===== src/rtl/serial_bit_feeder.sv =====
// serial_bit_feeder: parallel word in over valid/ready, one bit per clock out on
// a registered serial line that feeds the pattern detector's data input.
// Words may stream back-to-back (GAP==0) or be separated by GAP idle cycles.
module serial_bit_feeder #(
  parameter int unsigned WIDTH     = 8,    // 2..32
  parameter bit          MSB_FIRST = 1'b1,
  parameter int unsigned GAP       = 0,    // 0..15
  parameter bit          IDLE_BIT  = 1'b0
) (
  input  logic             clk,
  input  logic             reset,
  input  logic [WIDTH-1:0] din,
  input  logic             din_valid,
  output logic             din_ready,
  output logic             sout,
  output logic             sout_valid,
  output logic [4:0]       bit_idx,
  output logic             word_done,
  output logic             busy
);

  typedef enum logic [1:0] {S_IDLE, S_SHIFT, S_GAP} state_t;

  localparam logic [4:0] LAST_IDX = 5'(WIDTH - 1);
  localparam bit         HAS_GAP  = (GAP != 0);
  // The gap counter counts down to zero, so it is loaded with GAP-1.
  localparam logic [3:0] GAP_LOAD = HAS_GAP ? 4'(GAP - 1) : 4'd0;

  state_t           state_q;
  logic [WIDTH-1:0] sreg_q;
  logic [3:0]       gap_q;
  logic             sout_q;
  logic             sout_valid_q;
  logic [4:0]       bit_idx_q;
  logic             word_done_q;

  logic             last_bit;
  logic             accept;
  logic [4:0]       idx_inc_d;
  logic             first_bit_d;
  logic [WIDTH-1:0] load_sreg_d;
  logic             next_bit_d;
  logic [WIDTH-1:0] shift_sreg_d;

  // Handshake and status decode, purely from current state.
  always_comb begin
    last_bit  = (state_q == S_SHIFT) && (bit_idx_q == LAST_IDX);
    din_ready = (state_q == S_IDLE) || (last_bit && !HAS_GAP);
    accept    = din_valid && din_ready;
    busy      = (state_q != S_IDLE);
    idx_inc_d = bit_idx_q + 5'd1;
  end

  // Bit ordering: the first bit leaves on accept, the shift register keeps the
  // rest aligned so the next bit to send always sits at the same end.
  always_comb begin
    if (MSB_FIRST) begin
      first_bit_d  = din[WIDTH-1];
      load_sreg_d  = {din[WIDTH-2:0], 1'b0};
      next_bit_d   = sreg_q[WIDTH-1];
      shift_sreg_d = {sreg_q[WIDTH-2:0], 1'b0};
    end else begin
      first_bit_d  = din[0];
      load_sreg_d  = {1'b0, din[WIDTH-1:1]};
      next_bit_d   = sreg_q[0];
      shift_sreg_d = {1'b0, sreg_q[WIDTH-1:1]};
    end
  end

  // Control FSM with registered serial outputs; reset drops any word in flight.
  always_ff @(posedge clk) begin
    if (reset) begin
      state_q      <= S_IDLE;
      sreg_q       <= '0;
      gap_q        <= '0;
      sout_q       <= IDLE_BIT;
      sout_valid_q <= 1'b0;
      bit_idx_q    <= '0;
      word_done_q  <= 1'b0;
    end else if (accept) begin
      // Covers both the IDLE accept and the bubble-free follow-on word.
      state_q      <= S_SHIFT;
      sreg_q       <= load_sreg_d;
      gap_q        <= '0;
      sout_q       <= first_bit_d;
      sout_valid_q <= 1'b1;
      bit_idx_q    <= '0;
      word_done_q  <= 1'b0;
    end else begin
      case (state_q)
        S_SHIFT: begin
          if (!last_bit) begin
            sout_q      <= next_bit_d;
            sreg_q      <= shift_sreg_d;
            bit_idx_q   <= idx_inc_d;
            word_done_q <= (idx_inc_d == LAST_IDX);
          end else begin
            sout_q       <= IDLE_BIT;
            sout_valid_q <= 1'b0;
            sreg_q       <= '0;
            bit_idx_q    <= '0;
            word_done_q  <= 1'b0;
            if (HAS_GAP) begin
              state_q <= S_GAP;
              gap_q   <= GAP_LOAD;
            end else begin
              state_q <= S_IDLE;
            end
          end
        end
        S_GAP: begin
          if (gap_q == 4'd0) state_q <= S_IDLE;
          else               gap_q   <= gap_q - 4'd1;
        end
        S_IDLE: begin
          // Hold idle values until a word arrives.
        end
        default: state_q <= S_IDLE;
      endcase
    end
  end

  assign sout       = sout_q;
  assign sout_valid = sout_valid_q;
  assign bit_idx    = bit_idx_q;
  assign word_done  = word_done_q;

endmodule


===== config.mk =====
export PLATFORM = sky130hd
export DESIGN_NAME = serial_bit_feeder
export DESIGN_NICKNAME = d
export VERILOG_FILES = /design/src/rtl/serial_bit_feeder.sv
export SDC_FILE = /design/constraint.sdc
export NUM_CORES = 1
export LEC_CHECK = 0
export CORE_UTILIZATION = 35
export CTS_BUF_LIST = sky130_fd_sc_hd__clkbuf_4 sky130_fd_sc_hd__clkbuf_8
export DETAILED_ROUTE_END_ITERATION = 10
export SLEW_MARGIN = 20
export SYNTH_ARGS = -nofsm -noshare
export SYNTH_HDL_FRONTEND = slang
export SYNTH_SLANG_ARGS = --single-unit

===== constraint.sdc =====
create_clock -name clk -period 1.78 [get_ports clk]
set_clock_uncertainty 0.05 [all_clocks]
set_input_delay 0.445 -clock clk [delete_from_list [all_inputs] [get_ports clk]]
set_output_delay 0.445 -clock clk [all_outputs]
set_load 0.01 [all_outputs]

# Word-level counts from Yosys, hierarchy flattened
# Index checks and enable logic that the tools add are counted.
[totals]
register_bits = 22
latchBits = 0
ramBits = 0
mem_bits_ro = 0
in_bits = 11
out_inout_bits = 10
word_cells = 50
mem_count = 0
[classes]
n_addsub = 2
n_mul = 0
n_div = 0
n_lt_le_gt_ge = 0
n_eq_ne = 9
shift = 0
mux = 15
n_bitwise = 2
reduce_logical = 13
[ops]
columns = ["op", "n"]
rows = [
  ["two-way mux 8 bit", 3],
  ["equality test 5 x 3 -> 1 bit, second input constant", 2],
  ["two-way mux 1 bit", 8],
  ["!= test 2 bit, second input constant", 3],
  ["!= test 3 bit, second input constant", 2],
  ["case mux 2 bit (3 select lines)", 1],
  ["AND reduction 3 bit", 2],
  ["nonzero test 2 bit", 3],
  ["adder 5 x 1 -> 5 bit, second input constant", 1],
  ["two-way mux 5 bit", 1],
  ["zero test 4 bit", 1],
  ["two-way mux 2 bit", 2],
  ["AND reduction 2 bit", 2],
  ["subtractor 4 x 1 -> 4 bit, second input constant", 1],
  ["equality test 2 x 1 -> 1 bit, second input constant", 1],
  ["equality test 2 bit, second input constant", 1],
  ["logical AND 1 bit", 2],
  ["zero test 2 bit", 1],
  ["NOT 1 bit", 2],
  ["OR reduction 2 bit", 1],
  ["logical OR 1 bit", 1],
]

# Longest topological paths before layout
# Gate-level depths: netlist of the first run.
[depth]
word_depth = 6
depth_mapped = 8
depth_no_buf = 6

# Worst setup path before layout of the first run
# Ideal clock, no wire load.
[synth_timing]
kind = "register -> output"
start = "register bit_idx_q[0], in the netlist bit_idx[0]"
end = "output port din_ready"
t_arrival_ns = 1.226
required_ns = 1.285
setup_slack_ns = 0.059
path_stages_with_launch = 7
path_buffers = 2
cell_sequence = "dfxtp_1 > ha_1 > nand4bb_1 > and2_1 > buf_6 > inv_6 > buf_12"
[synth_via]
elab_chain_cells = 3
[synth_rtl]
columns = ["item", "line", "source"]
rows = [
  ["start: declaration", "34", "logic [4:0] bit_idx_q;"],
  ["start signal: assignment", "95", "bit_idx_q <= idx_inc_d;"],
  ["equality test 5 x 3 -> 1 bit", "47", "last_bit = (state_q == S_SHIFT) && (bit_idx_q == LAST_IDX);"],
  ["logical AND 1 bit", "47", ""],
  ["logical OR 1 bit", "48", "din_ready = (state_q == S_IDLE) || (last_bit && !HAS_GAP);"],
  ["end: declaration", "14", "output logic din_ready,"],
]
# No other way between the ends.

# Worst setup path after layout of the first run
# Ends and elaborated chain as after synthesis.

==> results_dict.tcl, run 1 <==
set metrics [dict create \
    cts_buffers 3 \
    tns_ns 0 \
    root_buffer "clkbuf_4" \
    placementRows 15 \
    yosysWarnings 0 \
    syn_area_um2 709 \
    place_congestion 0.731 \
    die_w_um 47.0 \
    vias 665 \
    cp_data_required_time_ns 1.28 \
    vias_per_cell 5.08 \
    leakage_nw 0.428 \
    first_pass_iters 4 \
    synth.top_cell.area_share_pct 42.3 \
    postCtsSetupBuffers 0 \
    worstMarginPinSlew_ns 0.587 \
    hold_class "reg -> reg" \
    ant_nets 0 \
    pre_cts_slack_ns -0.108 \
    diodes 0 \
    start_kind "register" \
    yosys-top-cells-area "dfxtp_1 42%, a21oi_1 7.8%, a22oi_1 7.4%, nand3_1 6.3%, ha_1 3.5%" \
    synth_fp_nets 90 \
    critPathKind "reg -> out" \
    dieArea_um2 2210 \
    grt_start_max_net_pins 14 \
    maxCapViolCount 0 \
    port_buffers 20 \
    status "finished, final reports clean" \
    whs_ns 0.445 \
    die_y_um 47.0 \
    powerDensity_nw_per_um2 681 \
    cts_max_path_buffers 2 \
    drive_gt1_share_pct 20.8 \
    antenna_found_initial 0 \
    critPathArrivalTime_ns 1.24 \
    fmax_mhz 578 \
    synth_top_cell_by_area "dfxtp_1" \
    ys_ff_latch 15 \
    drt_iter0_markers 9 \
    ioPinCount 21 \
    finalNetCount 120 \
    start_util_pct 39.0 \
    period_share_pct 97.2 \
    dp_hpwl_um 1160 \
    rsz0062_at_grt "true" \
    grt_pass1_vias 654 \
    ys_seq_area_share_pct 42.3 \
    routed_wl_um 1620 \
    h-tree-depth 1 \
    synth.distinct_cells 27 \
    cts_tree "yes" \
    post-route-min-period_ns 1.73 \
    cts_num_sinks 15 \
    fin_ws_ns 0.0499 \
    postSynthAreaPerCell_um2 9.21 \
    report.final.slew_viol_count 0 \
    wl_per_cell_um 12.4 \
    core_area_um2 1820 \
    grt_pass1_wl_um 2880 \
    syn_to_final_growth_pct 42.5 \
    end_kind "output pin" \
    synthCells 77 \
    irDropWorstVdd_mv 0.513 \
    route.detailed.drc 0 \
    hold_viol_final 0 \
    fillers 182 \
    clock_latency_ns 0.29 \
    critPathMaxFanout 2 \
    setup_violations 0 \
    grt-ovfl-total 0 \
    track_usage_pct 18.8 \
    clkTransAtPathRegs_ns 0.09 \
    max_slew_margin_pct 60.7 \
]
cell type report:
| cell class | instances | area (µm²) | area share (%) |
|---|---|---|---|
| inverters | 3 | 16.3 | 1.61 |
| flip-flops and latches | 15 | 303 | 30.0 |
| clock inverters | 1 | 5.00 | 0.495 |
| well taps | 25 | 31.3 | 3.09 |
| multi-input cells | 53 | 354 | 35.0 |
| repair buffers | 31 | 279 | 27.6 |
| clock buffers | 3 | 22.5 | 2.23 |
sequential cells by signal, summed over array words and instances, names as in the netlist:
register,flops
sreg_q,7
bit_idx,5
sout,1
state_q,1
word_done,1
synthesized netlist by cell type:
cell type / count
nand3b_1: 1
and4b_1: 1
nand3_1: 9
mux2i_1: 1
a211oi_2: 1
ha_1: 2
nand4bb_1: 1
a221oi_1: 1
buf_12: 1
clkbuf_1: 2
nand2_1: 3
dfxtp_1: 15
xnor2_1: 1
a22oi_1: 7
a311oi_1: 1
nand2b_1: 1
inv_1: 2
and2_1: 1
a21oi_1: 11
inv_6: 1
nor2_1: 6
a32oi_1: 1
o21ai_0: 1
buf_4: 2
nor3b_1: 2
xor2_1: 1
buf_6: 1
where the power goes:
group          switching (W)  total (W)  internal, W
registers          0.0000102   0.000363     0.000353
clock network       0.000112   0.000196    0.0000835
logic              0.0000620   0.000130    0.0000677
total               0.000184   0.000688     0.000504
kinds of logic after synthesis:
logic type / Yosys count / share of synthesized area, %
adder cells (fa/ha/maj): 2 / 3.53
XOR/XNOR: 2 / 2.47
multiplexers: 1 / 1.41
AO/OA/AOI/OAI: 23 / 21.3
flip-flops: 15 / 42.3
AND/OR/NAND/NOR: 25 / 19.0
buffers and inverters: 9 / 9.88
worst max-delay path, cell delays in order (launching register included):
cell and delay, ns:
dfxtp_2 0.35, ha_4 0.15, nand4bb_1 0.11, and2_4 0.18, inv_6 0.03, buf_4 0.13
per-layer routing:
metal | global-route usage (%) | wire [µm] | vias up
met3 | 7.31 | 65 | 4
li1 | - | - | 336
met4 | 6.29 | 27 | 0
met5 | 0 | 0 | -
met2 | 30.0 | 754 | 14
met1 | 23.2 | 774 | 311
final timing paths:
path / slack, ns / end / from / cells after the start
worst min-delay path: 0.44 / word_done / word_done / 2
worst min register to register: 0.44 / word_done / word_done / 2
worst max-delay path: 0.05 / din_ready / bit_idx[0] / 5
worst max register to register: 0.32 / word_done / bit_idx[0] / 6
what timing repair did:
action,4_1_cts,5_1_grt
pin swaps,1,0
endpoints found under the hold margin,0,0
resized for setup,13,4
endpoints found under the setup margin,6,3
hold buffers,0,0
layout by cell type, fill, tap and decap left out:
cell type        netlist  routed
nor3b_1                2       2
inv_6                  1       1
nand4bb_1              1       1
and2_4                 0       1
a211oi_2               1       1
xor2_1                 1       1
a22oi_1                7       7
nor2_1                 6       6
and4b_1                1       1
ha_4                   0       1
inv_1                  2       2
nand2_1                3       3
mux2i_1                1       1
dlygate4sd2_1          0       5
nand2b_1               1       1
dfxtp_1               15      13
buf_4                  2      12
nand3_1                9       9
clkbuf_4               0       3
o21ai_0                1       1
xnor2_1                1       1
clkinv_2               0       1
clkdlybuf4s50_1        0      12
dlymetal6s2s_1         0       2
nand3b_1               1       1
ha_1                   2       1
a32oi_1                1       1
dfxtp_2                0       2
a221oi_1               1       1
a21oi_1               11      11
a311oi_1               1       1
metrics by stage:
step / cell area (µm²) / std cells / util [%] / total power [W]
floorplan: 709 / 77 / - / 0.000439
global placement: 970 / 127 / 53.3 / 0.000500
detailed placement: 970 / 127 / 53.3 / 0.000501
CTS: 993 / 131 / 54.6 / 0.000698
global route: 1010 / 131 / 55.5 / 0.000736
finish: 1010 / 131 / 55.5 / 0.000688
No activity file was read; power rests on OpenSTA's default activity.
==> run 2: changes to the inputs <==
--- a/config.mk
+++ b/config.mk
@@ -5,9 +5,10 @@
 export SDC_FILE = /design/constraint.sdc
 export NUM_CORES = 1
 export LEC_CHECK = 0
-export CORE_UTILIZATION = 35
+export CORE_UTILIZATION = 40
 export CTS_BUF_LIST = sky130_fd_sc_hd__clkbuf_4 sky130_fd_sc_hd__clkbuf_8
 export DETAILED_ROUTE_END_ITERATION = 10
+export PLACE_DENSITY = 0.7
 export SLEW_MARGIN = 20
 export SYNTH_ARGS = -nofsm -noshare
 export SYNTH_HDL_FRONTEND = slang
==> run 2 against run 1 <==
  * Die area decreased by 12%
  * Routed wire length decreased by 0.37%
  * Largest cell class unchanged
  * Combinational power increased by 3%
  * Flip-flop and latch count unchanged
  * Cell count decreased by 5.3%
  * Via count increased by 0.45%
  * Clock-buffer cell count increased by 1
  * Worst hold slack improved by 0.0019 ns
  * Global-route usage increased by 0.60 points
  * Sequential power about the same
  * Register-to-register slack got worse by 0.02 ns
==> results_dict.tcl, run 2 (synthesis gave the netlist of run 1 again) <==
set metrics [dict create \
    status "finished, final reports clean" \
    clkTransAtPathRegs_ns 0.08 \
    report.final.slew_viol_count 0 \
    final_cell_count_no_fill 124 \
    root_buffer "clkbuf_4" \
    hold_viol_final 0 \
    syn_to_final_growth_pct 43.4 \
    dp_hpwl_um 1120 \
    start_kind "register" \
    place_congestion 0.823 \
    max_slew_margin_pct 62.3 \
    start_util_pct 45.0 \
    grt_start_max_net_pins 14 \
    grt_pass1_wl_um 2740 \
    route.detailed.drc 0 \
    clock_latency_ns 0.28 \
    ioPinCount 21 \
    placementRows 14 \
    hold_class "reg -> reg" \
    cts_buffers 3 \
    die_y_um 44.1 \
    cts_max_path_buffers 2 \
    critPathArrivalTime_ns 1.23 \
    core_area_um2 1580 \
    whs_path_depth 2 \
    fillers 141 \
    worstMarginPinSlew_ns 0.563 \
    diodes 0 \
    power_w 0.000703 \
    h-tree-depth 1 \
    whs_ns 0.447 \
    powerDensity_nw_per_um2 691 \
    top_register "sreg_q" \
    vias_per_cell 5.39 \
    largest_reg_flops 7 \
    fmax_mhz 579 \
    drive_gt1_share_pct 22.2 \
    drt_iter0_markers 6 \
    dieArea_um2 1950 \
    post-route-min-period_ns 1.73 \
    wl_per_cell_um 13.0 \
    most-common-layout-cells "14 x clkdlybuf4s50_1, 13 x dfxtp_1, 13 x buf_4" \
    critPathMaxFanout 2 \
    routed_wl_um 1620 \
    vias 668 \
    fin_ws_ns 0.0536 \
    irDropWorstVdd_mv 0.581 \
    maxCapViolCount 0 \
    first_pass_iters 3 \
    cp_data_required_time_ns 1.28 \
    cts_num_sinks 15 \
    grt-ovfl-total 0 \
    port_buffers 20 \
    track_usage_pct 19.4 \
    met3_usage_pct 7.35 \
    setup_violations 0 \
    reg2reg_depth 6 \
    ant_nets 0 \
    finalNetCount 122 \
    antenna_found_initial 0 \
    end_kind "output pin" \
    busiest_layer "met2" \
    cts_tree "yes" \
    pre_cts_slack_ns -0.148 \
    leakage_nw 0.450 \
    die_w_um 44.1 \
    grt_pass1_vias 624 \
    use_met1_pct 24.5 \
    place_inst 118 \
    critPathKind "reg -> out" \
    layout_commonest_cell "clkdlybuf4s50_1" \
    final_core_util_pct 64.5 \
    grt_use_met2_pct 30.9 \
    period_share_pct 97.0 \
]
run 2: layout make-up:
cell class	instances	area, µm²	area share, %
timing repair buffer	33	304	29.9
tap	16	20.0	1.97
sequential	15	303	29.8
inverter	3	16.3	1.60
clock buffer	4	30.0	2.95
multi-input combinational	53	344	33.8
run 2: metrics by stage:
step	cell area (µm²)	setup TNS, ns
2_1_floorplan	709	0
3_3_place_gp	958	-0.0958
3_5_place_dp	958	-0.148
4_1_cts	996	0
5_1_grt	1020	-0.00913
6_report	1020	0
run 2: per-layer routing:
layer | vias up | part of all wire [%] | wire, µm
li1 | 341 | - | -
met5 | - | 0 | 0
met3 | 2 | 4.6 | 75
met4 | 0 | 0.62 | 10
met2 | 14 | 45 | 732
met1 | 311 | 49 | 797
run 2: report_power, final:
group,switching [W],internal [W]
clock,0.000105,0.000102
sequential,0.00000910,0.000352
combinational,0.0000625,0.0000714
total,0.000177,0.000526
run 2: repair_timing:
item                                    CTS  global route
gates cloned                              0             0
resized for setup                        11             4
buffers inserted                          1             1
endpoints found under the setup margin    4             4
hold buffers                              0             0
pin swaps                                 1             0
run 2: path summary, 6_finish.rpt:
path                            startpoint   endpoint  slack [ns]
worst max-delay path            bit_idx[0]  din_ready        0.05
worst min-delay path             word_done  word_done        0.45
worst max register to register  bit_idx[0]  word_done        0.30
worst min register to register   word_done  word_done        0.45
run 2: worst max-delay path, cell delays in order (launching register included):
cell	delay, ns
dfxtp_2	0.34
ha_2	0.18
nand4bb_1	0.12
and2_4	0.18
inv_6	0.05
buf_6	0.09
